File: src/rtl/jtag_types_pkg.sv
// Shared types for the JTAG access-port blocks:
// transfer sizes, command layout and memory-AP states.
package jtag_types_pkg;

    localparam int AP_ADDR_W = 32;
    localparam int AP_DATA_W = 32;
    localparam int AP_CNT_W  = 5;

    typedef enum logic [1:0] {
        SZ_BYTE = 2'b00,
        SZ_HALF = 2'b01,
        SZ_WORD = 2'b10,
        SZ_RSVD = 2'b11
    } ap_size_t;

    typedef struct packed {
        logic [AP_DATA_W-1:0] data;
        logic                 reg_sel;
        ap_size_t             size;
        logic [AP_CNT_W-1:0]  count;
        logic                 rw;
    } ap_cmd_t;

    typedef enum logic [2:0] {
        IDLE,
        RD,
        RSP,
        WR,
        WDAT
    } mem_ap_state_t;

    function automatic logic [2:0] ap_incr(input ap_size_t s);
        case (s)
            SZ_BYTE: ap_incr = 3'd1;
            SZ_HALF: ap_incr = 3'd2;
            SZ_WORD: ap_incr = 3'd4;
            default: ap_incr = 3'd0;
        endcase
    endfunction

endpackage

File: src/rtl/mem_ap_lane_gen.sv
// Size/address lane decode: byte enables, replicated
// write data, address step and misalignment flag.
module mem_ap_lane_gen
    import jtag_types_pkg::*;
#(
    parameter int DATA_W = 32
) (
    input  logic [1:0]                  i_size,
    input  logic [$clog2(DATA_W/8)-1:0] i_addr_lo,
    input  logic [DATA_W-1:0]           i_data,
    output logic [DATA_W/8-1:0]         o_byte_en,
    output logic [DATA_W-1:0]           o_wdata,
    output logic [2:0]                  o_incr,
    output logic                        o_misalign
);

    localparam int BE_W = DATA_W / 8;
    localparam int LO_W = $clog2(BE_W);

    ap_size_t w_size;

    assign w_size = ap_size_t'(i_size);

    always_comb begin
        o_byte_en  = '0;
        o_wdata    = i_data;
        o_misalign = 1'b0;
        o_incr     = ap_incr(w_size);
        case (w_size)
            SZ_BYTE: begin
                o_byte_en = BE_W'(1) << i_addr_lo;
                for (int i = 0; i < BE_W; i++)
                    o_wdata[8*i +: 8] = i_data[7:0];
            end
            SZ_HALF: begin
                // Low address bit ignored for the shift; it only flags misalignment.
                o_byte_en = BE_W'(3) << (i_addr_lo & ~LO_W'(1));
                for (int i = 0; i < BE_W/2; i++)
                    o_wdata[16*i +: 16] = i_data[15:0];
                o_misalign = i_addr_lo[0];
            end
            SZ_WORD: begin
                o_byte_en = BE_W'(15) << (i_addr_lo & ~LO_W'(3));
                for (int i = 0; i < BE_W/4; i++)
                    o_wdata[32*i +: 32] = i_data[31:0];
                o_misalign = |i_addr_lo[1:0];
            end
            default: ;
        endcase
    end

endmodule

File: src/rtl/mem_ap_burst.sv
// JTAG memory access point: drains the command FIFO, runs
// sized single/burst accesses on the bus, returns read data.
module mem_ap_burst
    import jtag_types_pkg::*;
#(
    parameter int ADDR_W = 32,
    parameter int DATA_W = 32,
    parameter int CNT_W  = 5
) (
    input  logic                    AFT_CLK,
    input  logic                    TRST,
    input  logic [DATA_W+CNT_W+3:0] cmd_rdata,
    input  logic                    cmd_rempty,
    output logic                    cmd_rinc,
    output logic [DATA_W-1:0]       rsp_wdata,
    input  logic                    rsp_wfull,
    output logic                    rsp_winc,
    output logic [ADDR_W-1:0]       bus_addr,
    output logic [DATA_W-1:0]       bus_wdata,
    output logic [DATA_W/8-1:0]     bus_byte_en,
    output logic                    bus_ren,
    output logic                    bus_wen,
    input  logic [DATA_W-1:0]       bus_rdata,
    input  logic                    bus_busy,
    output logic                    err,
    input  logic                    err_clr,
    output logic                    ap_busy
);

    localparam int BE_W = DATA_W / 8;
    localparam int LO_W = $clog2(BE_W);

    mem_ap_state_t r_state, w_next;

    logic [ADDR_W-1:0] r_addr;
    logic [DATA_W-1:0] r_data;
    logic [DATA_W-1:0] r_rdata;
    logic [CNT_W-1:0]  r_cnt;
    ap_size_t          r_size;
    logic              r_err;

    logic              w_cmd_rw;
    logic [CNT_W-1:0]  w_cmd_cnt;
    ap_size_t          w_cmd_size;
    logic              w_cmd_sel;
    logic [DATA_W-1:0] w_cmd_data;

    logic              w_ld_addr, w_ld_cmd, w_ld_data;
    logic              w_cap, w_adv, w_set_err;
    logic [1:0]        w_lg_size;
    logic [BE_W-1:0]   w_be;
    logic [DATA_W-1:0] w_wdata;
    logic [2:0]        w_incr;
    logic              w_misalign;

    assign w_cmd_rw   = cmd_rdata[0];
    assign w_cmd_cnt  = cmd_rdata[CNT_W:1];
    assign w_cmd_size = ap_size_t'(cmd_rdata[CNT_W+2:CNT_W+1]);
    assign w_cmd_sel  = cmd_rdata[CNT_W+3];
    assign w_cmd_data = cmd_rdata[CNT_W+4 +: DATA_W];

    // In IDLE the decoder checks the incoming command against the current address.
    assign w_lg_size = (r_state == IDLE) ? w_cmd_size : r_size;

    mem_ap_lane_gen #(.DATA_W(DATA_W)) u_lane (
        .i_size     (w_lg_size),
        .i_addr_lo  (r_addr[LO_W-1:0]),
        .i_data     (r_data),
        .o_byte_en  (w_be),
        .o_wdata    (w_wdata),
        .o_incr     (w_incr),
        .o_misalign (w_misalign)
    );

    always_ff @(posedge AFT_CLK or negedge TRST) begin
        if (!TRST) r_state <= IDLE;
        else       r_state <= w_next;
    end

    always_comb begin
        w_next    = r_state;
        cmd_rinc  = 1'b0;
        rsp_winc  = 1'b0;
        bus_ren   = 1'b0;
        bus_wen   = 1'b0;
        w_ld_addr = 1'b0;
        w_ld_cmd  = 1'b0;
        w_ld_data = 1'b0;
        w_cap     = 1'b0;
        w_adv     = 1'b0;
        w_set_err = 1'b0;
        unique case (r_state)
            IDLE: if (!cmd_rempty) begin
                cmd_rinc = 1'b1;
                if (!w_cmd_sel) begin
                    w_ld_addr = 1'b1;
                end else if (w_cmd_size == SZ_RSVD || w_misalign) begin
                    w_set_err = 1'b1;
                end else begin
                    w_ld_cmd = 1'b1;
                    w_next   = w_cmd_rw ? WR : RD;
                end
            end
            RD: begin
                bus_ren = 1'b1;
                if (!bus_busy) begin
                    w_cap  = 1'b1;
                    w_next = RSP;
                end
            end
            RSP: if (!rsp_wfull) begin
                rsp_winc = 1'b1;
                if (r_cnt != '0) begin
                    w_adv  = 1'b1;
                    w_next = RD;
                end else begin
                    w_next = IDLE;
                end
            end
            WR: begin
                bus_wen = 1'b1;
                if (!bus_busy) begin
                    w_adv  = 1'b1;
                    w_next = (r_cnt != '0) ? WDAT : IDLE;
                end
            end
            WDAT: if (!cmd_rempty) begin
                cmd_rinc  = 1'b1;
                w_ld_data = 1'b1;
                w_next    = WR;
            end
            default: w_next = IDLE;
        endcase
    end

    always_ff @(posedge AFT_CLK or negedge TRST) begin
        if (!TRST) begin
            r_addr  <= '0;
            r_data  <= '0;
            r_rdata <= '0;
            r_cnt   <= '0;
            r_size  <= SZ_BYTE;
            r_err   <= 1'b0;
        end else begin
            if (w_ld_addr)  r_addr <= w_cmd_data[ADDR_W-1:0];
            else if (w_adv) r_addr <= r_addr + ADDR_W'(w_incr);
            if (w_ld_cmd) begin
                r_size <= w_cmd_size;
                r_cnt  <= w_cmd_cnt;
                if (w_cmd_rw) r_data <= w_cmd_data;
            end else if (w_adv && r_cnt != '0) begin
                r_cnt <= r_cnt - CNT_W'(1);
            end
            if (w_ld_data) r_data  <= w_cmd_data;
            if (w_cap)     r_rdata <= bus_rdata;
            if (w_set_err)    r_err <= 1'b1;
            else if (err_clr) r_err <= 1'b0;
        end
    end

    assign bus_addr    = r_addr;
    assign bus_wdata   = w_wdata;
    assign bus_byte_en = (bus_ren || bus_wen) ? w_be : '0;
    assign rsp_wdata   = r_rdata;
    assign err         = r_err;
    assign ap_busy     = (r_state != IDLE);

endmodule

File: config.mk
export PLATFORM = sky130hd
export DESIGN_NAME = mem_ap_burst
export DESIGN_NICKNAME = d
export VERILOG_FILES = /design/src/rtl/jtag_types_pkg.sv /design/src/rtl/mem_ap_lane_gen.sv /design/src/rtl/mem_ap_burst.sv
export SDC_FILE = /design/constraint.sdc
export NUM_CORES = 1
export LEC_CHECK = 0
export ABC_AREA = 1
export ABC_CLOCK_PERIOD_IN_PS = 3300
export CORE_MARGIN = 4
export CORE_UTILIZATION = 29
export CTS_CLUSTER_SIZE = 16
export DETAILED_ROUTE_END_ITERATION = 10
export GPL_ROUTABILITY_DRIVEN = 0
export SLEW_MARGIN = 25
export SYNTH_ARGS = -nofsm -noshare
export SYNTH_HDL_FRONTEND = slang
export SYNTH_SLANG_ARGS = --single-unit
File: constraint.sdc
create_clock -name AFT_CLK -period 3.3 [get_ports AFT_CLK]
set_input_delay 0.66 -clock AFT_CLK [delete_from_list [all_inputs] [get_ports AFT_CLK]]
set_output_delay 0.66 -clock AFT_CLK [all_outputs]
set_load 0.02 [all_outputs]
# Word level (Yosys, flattened, before mapping)

Cells that the tools add are included.

Register bits after elaboration: 107
Bits in latches: 0
Bits in writable memories: 0
Memory bits (read-only): 0
Bits of input ports: 79
Logic and storage cells: 90
Memories kept: 0

$add $sub $neg: 2
Multiply operators: 0
Divide/modulo/power cells: 0
Order comparisons: 0
Eq/ne operators: 14
Shift-type cells: 2
Multiplexer cells: 49
Bitwise logic cells: 0
Reductions and logical operators: 16

Operators with widths:

| operator              | number |
|---|---|
| $mux W32              | 5 |
| $pmux W32 S2          | 1 |
| $add A32 B3 Y32       | 1 |
| $mux W1               | 25 |
| $mux W3               | 8 |
| $pmux W3 S5           | 1 |
| $ne A2 B2 Y1 const B  | 7 |
| $pmux W4 S3           | 1 |
| $mux W5               | 2 |
| $reduce_bool A2 Y1    | 5 |
| $pmux W3 S3           | 1 |
| $reduce_and A7 Y1     | 1 |
| $eq A3 B2 Y1 const B  | 2 |
| $reduce_bool A5 Y1    | 1 |
| $sub A5 B1 Y5 const B | 1 |
| $eq A2 B2 Y1 const B  | 2 |
| $mux W2               | 2 |
| $mux W4               | 1 |
| $pmux W1 S2           | 2 |
| $reduce_or A2 Y1      | 2 |
| $shl A1 B2 Y4 const A | 1 |
| $shl A2 B2 Y4 const A | 1 |
| $eq A3 B1 Y1 const B  | 1 |
| $eq A3 B3 Y1 const B  | 1 |
| other kinds (7)       | 8 |

# Depth between registers and ports, before layout

Gate-level depths: netlist of the first run.

Depth in word-level cells: 11
Depth in mapped cells: 22
Depth with buffers taken out: 20

# Hierarchy

A second synthesis of the first run with hierarchy kept.

Cell total of the unflattened synthesis: 833
Area total of the unflattened synthesis: 6229.7 sq um

Modules (own cells, without submodules):

| module          | instances | cells an instance | area an instance (sq um) | seq. area each (sq um) |
|---|---|---|---|---|
| mem_ap_burst    | 1         | 704               | 5574.1                   | 2677.6 |
| mem_ap_lane_gen | 1         | 129               | 655.6                    | 0.0 |

# Worst setup path after synthesis of the first run

No wires, ideal clock.

Path kind: reg-to-reg
From: register r_state[1]
To: register r_addr[26] (netlist: bus_addr[26])
Library setup time: 0.125 ns
Data arrival time: 2.706 ns
Required time: 3.175 ns
Slack: 0.470 ns
Stages on the path, launching flop included: 20
Path buffers: 2
Cells stage by stage: dfrtp_1 nor2_4 nand2_4 nand2_1 nand2_1 buf_2 nor2_1 buf_2 ha_1 inv_1 fa_1 inv_1 nand2_1 nand2_1 nand3_1 nor2_1 nand2_1 xnor2_1 nand2_1 nand3_1

Cells in the longest elaborated chain, start to end: 7
Elaborated cells between the ends (all ways): 14

Ends and longest elaborated chain:

| item                                       | line                                   | source |
|---|---|---|
| from (decl)                                | mem_ap_burst.sv:33                     | `mem_ap_state_t r_state, w_next;` |
| from (signal assigned)                     | mem_ap_burst.sv:77                     | `else r_state <= w_next;` |
| $logic_not A3 Y1                           | mem_ap_burst.sv:63, mem_ap_burst.sv:92 |  |
| $mux W2                                    | mem_ap_burst.sv:63                     | `assign w_lg_size = (r_state == IDLE) ? w_cmd_size : r_size;` |
| $eq A2 B2 Y1, or another cell as far along | jtag_types_pkg.sv:33                   | `case (s)` |
| $pmux W3 S3                                | jtag_types_pkg.sv:33                   |  |
| $add A32 B3 Y32                            | mem_ap_burst.sv:146                    | `else if (w_adv) r_addr <= r_addr + ADDR_W'(w_incr);` |
| $mux W32                                   | mem_ap_burst.sv:146                    |  |
| $mux W32                                   | mem_ap_burst.sv:145                    | `if (w_ld_addr) r_addr <= w_cmd_data[ADDR_W-1:0];` |
| to (signal assigned)                       | mem_ap_burst.sv:145                    |  |
| to (signal assigned)                       | mem_ap_burst.sv:146                    |  |
| to (decl)                                  | mem_ap_burst.sv:35                     | `logic [ADDR_W-1:0] r_addr;` |

Parallel ways exist; a longest one is shown, timed or not. The select of a mux whose other input is x is not followed.
A chain may end at the register's enable or synchronous reset.

# Worst setup path in the final report of the first run

From: input cmd_rdata[7]
To: output bus_wdata[25]

Cells in the longest elaborated chain, start to end: 3
Elaborated cells between the ends (all ways): 4

Ends and longest elaborated chain:

| item                                             | line                  | source |
|---|---|---|
| from (decl)                                      | mem_ap_burst.sv:12    | `input logic [DATA_W+CNT_W+3:0] cmd_rdata,` |
| $mux W2 (*)                                      | mem_ap_burst.sv:63    |  |
| $eq A2 B1 Y1 or $logic_not A2 Y1 (tied branches) | mem_ap_lane_gen.sv:29 | `case (w_size)` |
| $pmux W32 S2 (*)                                 | mem_ap_lane_gen.sv:29 |  |
| to (decl)                                        | mem_ap_burst.sv:19    | `output logic [DATA_W-1:0] bus_wdata,` |

Every way passes the cells marked *; elsewhere a longest branch is shown, timed or not.

==> impl_results.md, run 1 <==
* Status: finished clean
* CP Data Arrival Time at 2.51 ns
* Area share of the largest cell type after synthesis at about 44%
* Iter 0 DRT Violations at about 450
* Largest family of logic cells by synthesized area: simple AND/OR/NAND/NOR gates
* Post-Synth Adder-Cell Area at between 1.5 and 2%
* Synth Instances at ~760
* Worst rel slew slack at between 50% and 60%
* Detailed-route DRC error count at 0
* Crit-path cells: clkdlybuf4s50_1 > nand3_1 > nand2_1 > buf_4 > nand2_1 > o211ai_1 > clkdlybuf4s50_1
* XOR/XNOR share of the synthesized area at about 3.9%
* CTS Buf Count at 9
* Post-synthesis mux area share at roughly 5.9%
* Number of synthesis warnings at 0
* Synth Area in Compound Gates at just over 5%
* Unrepaired setup endpoints after global routing: false
* Worst endpoint required time at between 2 and 3 ns
* Die area at approximately 23000 um2
* First-pass GRT wire length at approximately 33000 um
* Crit path max fanout at 18
* Tmin final at roughly 3.2 ns
* Number of synthesized register bits at approximately 110
* Total core area at approximately 20000 um2
* Clk root buf: clkbuf_16
* Endpoints failing setup at 0
* CTS H-tree lvls at 3
* Vias at 5805
* Cell accounting for the most synthesized area: dfrtp_1
* Grt ovf at 0
* Largest net degree at the start of global routing at 50
* Starting Density at between 20% and 30%
* CP Class: in2out
* Post-DP HPWL at roughly 16000 um
* Clk pin slew, worst setup/hold paths at 0.08 ns
* TritonCTS clock tree: done
* Post-synth net total at around 850
* Num rows at 52
* Routed vias/inst at 4.73
* Fin crit share at a little under 100%
* Fraction of layout cells with a size suffix above 1 at roughly a tenth
* Register area share after synthesis at 44.1%
* Max stage delay on crit path at around 0.69 ns
* Initial antenna violation count at 0
* Fmax at between 300 and 400 MHz
* Hold Slack at between 0.3 and 0.4 ns
* Syn avg cell area at ~8 um2
* Pwr Density at around 1000 nW/um2
* Setup crit start: cmd_rdata[7]
* Die height at approximately 150 um
* Fin cells at 1226
* R2R Path Start: r_state[1]$_DFFE_PN0P_
* Ports at ~190
* Vias in the first global route at ~5800
* CTS sink count at between 100 and 150
* # port buffers at approximately 180
* Area Growth Syn to Fin at 41.7%
* Simple-gate portion of the synthesized area at 31.4%
* Filler cells at between 2000 and 2500
* Detailed Routing Iterations Pass 1 at 5
* Clk buf depth at 2
* Worst-Skew Late Latency at ~0.35 ns
* Avg WL per Cell at around 17 um
* DIE WIDTH at 153 um
* Max VDD drop at roughly 400 uV
* Startpoint type of the worst setup path: input pin
* Max Cap Violations at 0
* Final Hold Viols at 0
* Pre-CTS WS at -0.0620 ns
* Area contributors post-synth: dfrtp_1 44%, nand2_1 15%, nand3_1 8.6%, mux2_2 5.9%, inv_1 3.3%
* Yosys cell types at 36
* Post-route ant nets at 0
* Crit. End Element: primary output
* Worst Tran Pin Value at around 0.64 ns
* Final WL at ~21000 um
* Clock skew at a little over 0.008 ns
* Worst path slowest cell: clkdlybuf4s50_1
* Leak pwr at roughly 4.0 nW
* Setup slack after layout at approximately 0.13 ns
* Antenna cells at 0
* Final nets at around 1000
* DP Cell Count at 1208
* Post-Layout Inst Area at 8600 um2
* Worst Hold Class: in2async
* Area of the mapped netlist at about 6000 um2
* Post-place instance area at between 8000 and 9000 um2
* Max Slew Vio Count at 0
* Gr usage total at between 10% and 20%
-- through the flow --
| stage | util (%) | power (mW) | setup TNS (ns) |
|---|---|---|---|
| final | 42.1 | 8.94 | 0 |
| after global routing | 42.1 | 9.57 | 0 |
| after CTS | 42.0 | 9.06 | 0 |
| after detailed placement | 40.4 | 7.86 | -0.229 |
| after global placement | 40.4 | 7.81 | -0.0679 |
| after floorplan | - | 5.40 | 0 |
-- synthesized netlist by cell type --
cell type / n
nor3_1: 12
o211ai_1: 15
o21bai_1: 1
nand2_2: 4
buf_2: 17
inv_2: 4
xnor2_1: 11
nand2_4: 1
buf_6: 7
nand3_2: 2
nor2_4: 2
o22ai_1: 1
buf_4: 10
nand2_1: 242
inv_1: 54
fa_1: 1
a21oi_1: 9
xor2_1: 16
a21boi_0: 1
nor4_1: 1
nand3_4: 1
or2_0: 2
nor2_2: 1
o21ai_0: 19
nand3_1: 104
a211oi_1: 1
nand3b_1: 4
nand4_1: 8
or2_2: 2
nor2_1: 54
dfrtp_1: 107
o221ai_1: 1
clkbuf_1: 3
ha_1: 7
a31oi_1: 4
mux2_2: 32
-- logic make-up (layout without fill, tap and decap cells) --
group | Yosys count | in the layout
and+or+nand+nor | 440 | 440
DFF | 107 | 107
buffers and inverters | 95 | 290
AOI/OAI and AO/OA | 52 | 52
muxes | 32 | 32
xor gates and xnor gates | 27 | 27
adders and majority gates | 8 | 8
-- flip-flops by register name, summed over array words and instances (netlist names) --
signal,flops
bus_addr,32
r_state,3
rsp_wdata,32
err,1
r_size,2
r_data,32
r_cnt,5
-- worst max-delay path: cells and delay by family --
| kind | cells | cell delay [ns] |
|---|---|---|
| AO/OA/AOI/OAI | 1 | 0.10 |
| buffers and inverters | 3 | 1.48 |
| AND/OR/NAND/NOR | 3 | 0.27 |
-- placed cells by master (no fill, tap or decap), types with 11 or more instances in the layout --
cell | Yosys | routed
clkdlybuf4s50_1 | 0 | 166
o211ai_1 | 15 | 15
buf_4 | 10 | 32
nand3_1 | 104 | 104
xnor2_1 | 11 | 11
xor2_1 | 16 | 16
nor2_1 | 54 | 54
inv_1 | 54 | 54
o21ai_0 | 19 | 19
dfrtp_1 | 107 | 107
dlymetal6s2s_1 | 0 | 12
nand2_1 | 242 | 242
nor3_1 | 12 | 12
mux2_2 | 32 | 32
-- power breakdown --
group | total (mW) | internal (mW) | switching (mW) | leakage [nW]
clock | 1.16 | 0.613 | 0.549 | 0.156
combinational | 5.27 | 2.34 | 2.93 | 2.54
sequential | 2.50 | 1.92 | 0.585 | 1.33
total | 8.94 | 4.87 | 4.07 | 4.02
-- metal layers --
| metal | GRT usage, % | vias up | wire length (um) |
|---|---|---|---|
| met5 | 0 | - | 0 |
| met4 | 5.69 | 0 | 548 |
| met3 | 4.66 | 31 | 1420 |
| met2 | 29.0 | 185 | 9860 |
| met1 | 23.0 | 2748 | 9080 |
| li1 | - | 2841 | - |
-- path summary, 6_finish.rpt --
path	slack, ns	to	cells after the start
setup / recovery	0.13	bus_wdata[25]	7
hold / removal	0.33	rsp_wdata[23]$_DFFE_PN0P_	1
setup reg to reg	0.33	bus_addr[26]$_DFFE_PN0P_	18
hold reg to reg	0.50	r_data[16]$_DFFE_PN0P_	2
max in group asynchronous	2.28	bus_addr[25]$_DFFE_PN0P_	2
min in group AFT_CLK	0.50	r_data[16]$_DFFE_PN0P_	2
-- final cells by class --
type	count	area, um2	area share [%]
Sequential cell	107	2680	31.1
Tap cell	270	338	3.93
Multi-Input combinational cell	559	2930	34.0
Timing Repair Buffer	216	2130	24.7
Clock buffer	9	225	2.62
Inverter	58	218	2.53
Clock inverter	7	90.1	1.05
-- repair_timing --
action,CTS,global route
hold buffers,0,0
gates resized for setup,4,13
endpoints found under the hold margin,0,0
endpoints found under the setup margin,13,13
pin swaps,1,0
setup buffers,2,0
No activity file was read; power rests on OpenSTA's default activity.
==> inputs of run 2 (changes only) <==
--- a/constraint.sdc
+++ b/constraint.sdc
@@ -3,2 +3,2 @@
 set_output_delay 0.66 -clock AFT_CLK [all_outputs]
-set_load 0.02 [all_outputs]
+set_load 0.005 [all_outputs]
==> run 2 against run 1 <==
Sequential share of layout area up 0.39 points. Clock power about the same. Non-clock buffer count down 11. Flip-flop and latch count unchanged. Via count up 0.53%. Wire length up 0.80%. Critical path type unchanged. Largest power group unchanged.
==> impl_results.md, run 2 (synthesis gave the netlist of run 1 again) <==
* Tot Pwr at 8.05 mW
* Final WL at between 20000 and 25000 um
* Worst rel slew slack at roughly 57%
* Cell count along the critical path at 8
* R2R Path Start: r_state[1]$_DFFE_PN0P_
* Largest net degree at the start of global routing at 63
* Worst Hold Class: in2async
* CP Class: in2out
* Tmin final at 3.17 ns
* Status: finished clean
* Worst r2r dst: bus_addr[26]$_DFFE_PN0P_
* Post-CTS Setup Bufs at 0
* Final Hold Viols at 0
* Detailed-route DRC error count at 0
* Commonest non-fill, non-tap cell in the layout: nand2_1
* Max Slew Vio Count at 0
* Commonest cells after routing, fill and taps aside: 242 x nand2_1, 179 x clkdlybuf4s50_1, 106 x dfrtp_1, 104 x nand3_1, 54 x inv_1
* Post-DP HPWL at between 15000 and 20000 um
* # port buffers at between 150 and 200
* Num rows at 52
* Worst path slowest cell: clkdlybuf4s50_1
* Pint at about 4.8 mW
* CTS sink count at about 110
* Top Family by Delay on Critical Path: buffers and inverters
* Clk root buf: clkbuf_16
* Leak pwr at approximately 3.9 nW
* Max Cap Violations at 0
* Worst-Skew Late Latency at between 0.3 and 0.4 ns
* Die area at 23300 um2
* Avg WL per Cell at around 17 um
* Buffers & Inverters on Critical Path at 4
* P_sw at approximately 3.2 mW
* Grt ovf at 0
* Startpoint type of the worst setup path: input pin
* Max VDD drop at between 300 and 400 uV
* Gr usage total at 18.0%
* Fraction of layout cells with a size suffix above 1 at about a tenth
* Clk buf depth at 2
* Crit. End Element: primary output
* Register share of total power at 31.2%
* Vias at approximately 5800
* Clk pin slew, worst setup/hold paths at roughly 0.08 ns
* Max stage delay on crit path at around 0.54 ns
* R2r worst-path depth at 17
* CTS H-tree lvls at 3
* Sw Ratio at 40.4%
* Fin crit share at 96.1%
* Setup TNS at 0 ns
* Worst endpoint required time at 2.64 ns
* Final core utilization at 41.6%
* Endpoints failing setup at 0
* Crit path max fanout at 11
* Vias in the first global route at around 5800
* Power share of the combinational group at 54.4%
* Initial antenna violation count at 1
* Antenna cells at 0
* Pwr Density at 947 nW/um2
* TritonCTS clock tree: done
* Fmax at roughly 320 MHz
* Hold Buf Count CTS at 0
* Post-Layout Inst Area at ~8500 um2
* Post-place instance area at 8170 um2
* Worst Tran Pin Value at roughly 0.65 ns
* Ports at around 190
* Unrepaired setup endpoints after global routing: false
* Total core area at roughly 20000 um2
* Post-route ant nets at 0
* DIE WIDTH at 153 um
* Starting Density at ~30%
* Clock share of power at between 10 and 15%
* First-pass GRT wire length at approximately 33000 um
* Detailed Routing Iterations Pass 1 at 5
* Final nets at 1027
* CTS Buf Count at 9
* Die height at ~150 um
* Iter 0 DRT Violations at approximately 300
* Area Growth Syn to Fin at 40.0%
* Routed vias/inst at roughly 4.8
* CP Data Arrival Time at around 2.5 ns
* R2R setup slack at 0.47 ns
* Crit-path cells: clkdlybuf4s50_1 > nand3_1 > nand2_1 > buf_4 > buf_4 > nand2_1 > o211ai_1 > clkdlybuf4s50_1
* Clock skew at between 0.009 and 0.01 ns
==> run 2: metal layers <==
metal	track usage, %	wire [um]	up-vias
met3	5.11	1480	24
met4	5.09	429	2
met2	29.5	10200	187
met5	0	12	-
li1	-	-	2828
met1	23.4	8970	2795
==> run 2: worst max-delay path by stage <==
stage | to | startpoint | slack [ns]
floorplan | bus_addr[26]$_DFFE_PN0P_ | r_state[1]$_DFFE_PN0P_ | 0.52
global placement | bus_byte_en[3] | cmd_rdata[7] | 0.07
detailed placement | bus_addr[10]$_DFFE_PN0P_ | cmd_rdata[6] | 0.02
CTS | bus_byte_en[2] | cmd_rdata[7] | 0.04
global route | bus_wdata[27] | cmd_rdata[7] | 0.003
finish | bus_wdata[28] | cmd_rdata[7] | 0.13
==> run 2: final cells by class <==
| cell class | count | area (um2) |
|---|---|---|
| repair buffers | 205 | 2020 |
| flip-flops and latches | 107 | 2680 |
| clock inverters | 7 | 87.6 |
| well taps | 270 | 338 |
| multi-input cells | 559 | 2930 |
| fillers | 2072 | 11900 |
| inverters | 58 | 218 |
| clock buffers | 9 | 225 |
==> run 2: power by group through the flow <==
| stage | clock network [mW] | logic (mW) | registers (mW) |
|---|---|---|---|
| floorplan | 0 | 2.20 | 2.39 |
| global route | 1.25 | 4.85 | 2.60 |
| finish | 1.16 | 4.38 | 2.51 |
| global placement | 0 | 4.37 | 2.52 |
| detailed placement | 0 | 4.42 | 2.52 |
| CTS | 1.19 | 4.43 | 2.51 |
==> run 2: through the flow <==
stage | cells | worst slack (ns) | hold WS, ns
2_1_floorplan | 761 | 0.522 | 0.364
3_3_place_gp | 1199 | 0.0719 | 0.482
3_5_place_dp | 1199 | 0.0174 | 0.487
4_1_cts | 1215 | 0.0353 | 0.334
5_1_grt | 1215 | 0.00330 | 0.352
6_report | 1215 | 0.130 | 0.306
==> run 2: what timing repair did <==
item                                    in CTS  in global routing
endpoints found under the hold margin        0                  0
endpoints found under the setup margin       0                 18
resized for setup                            0                  7
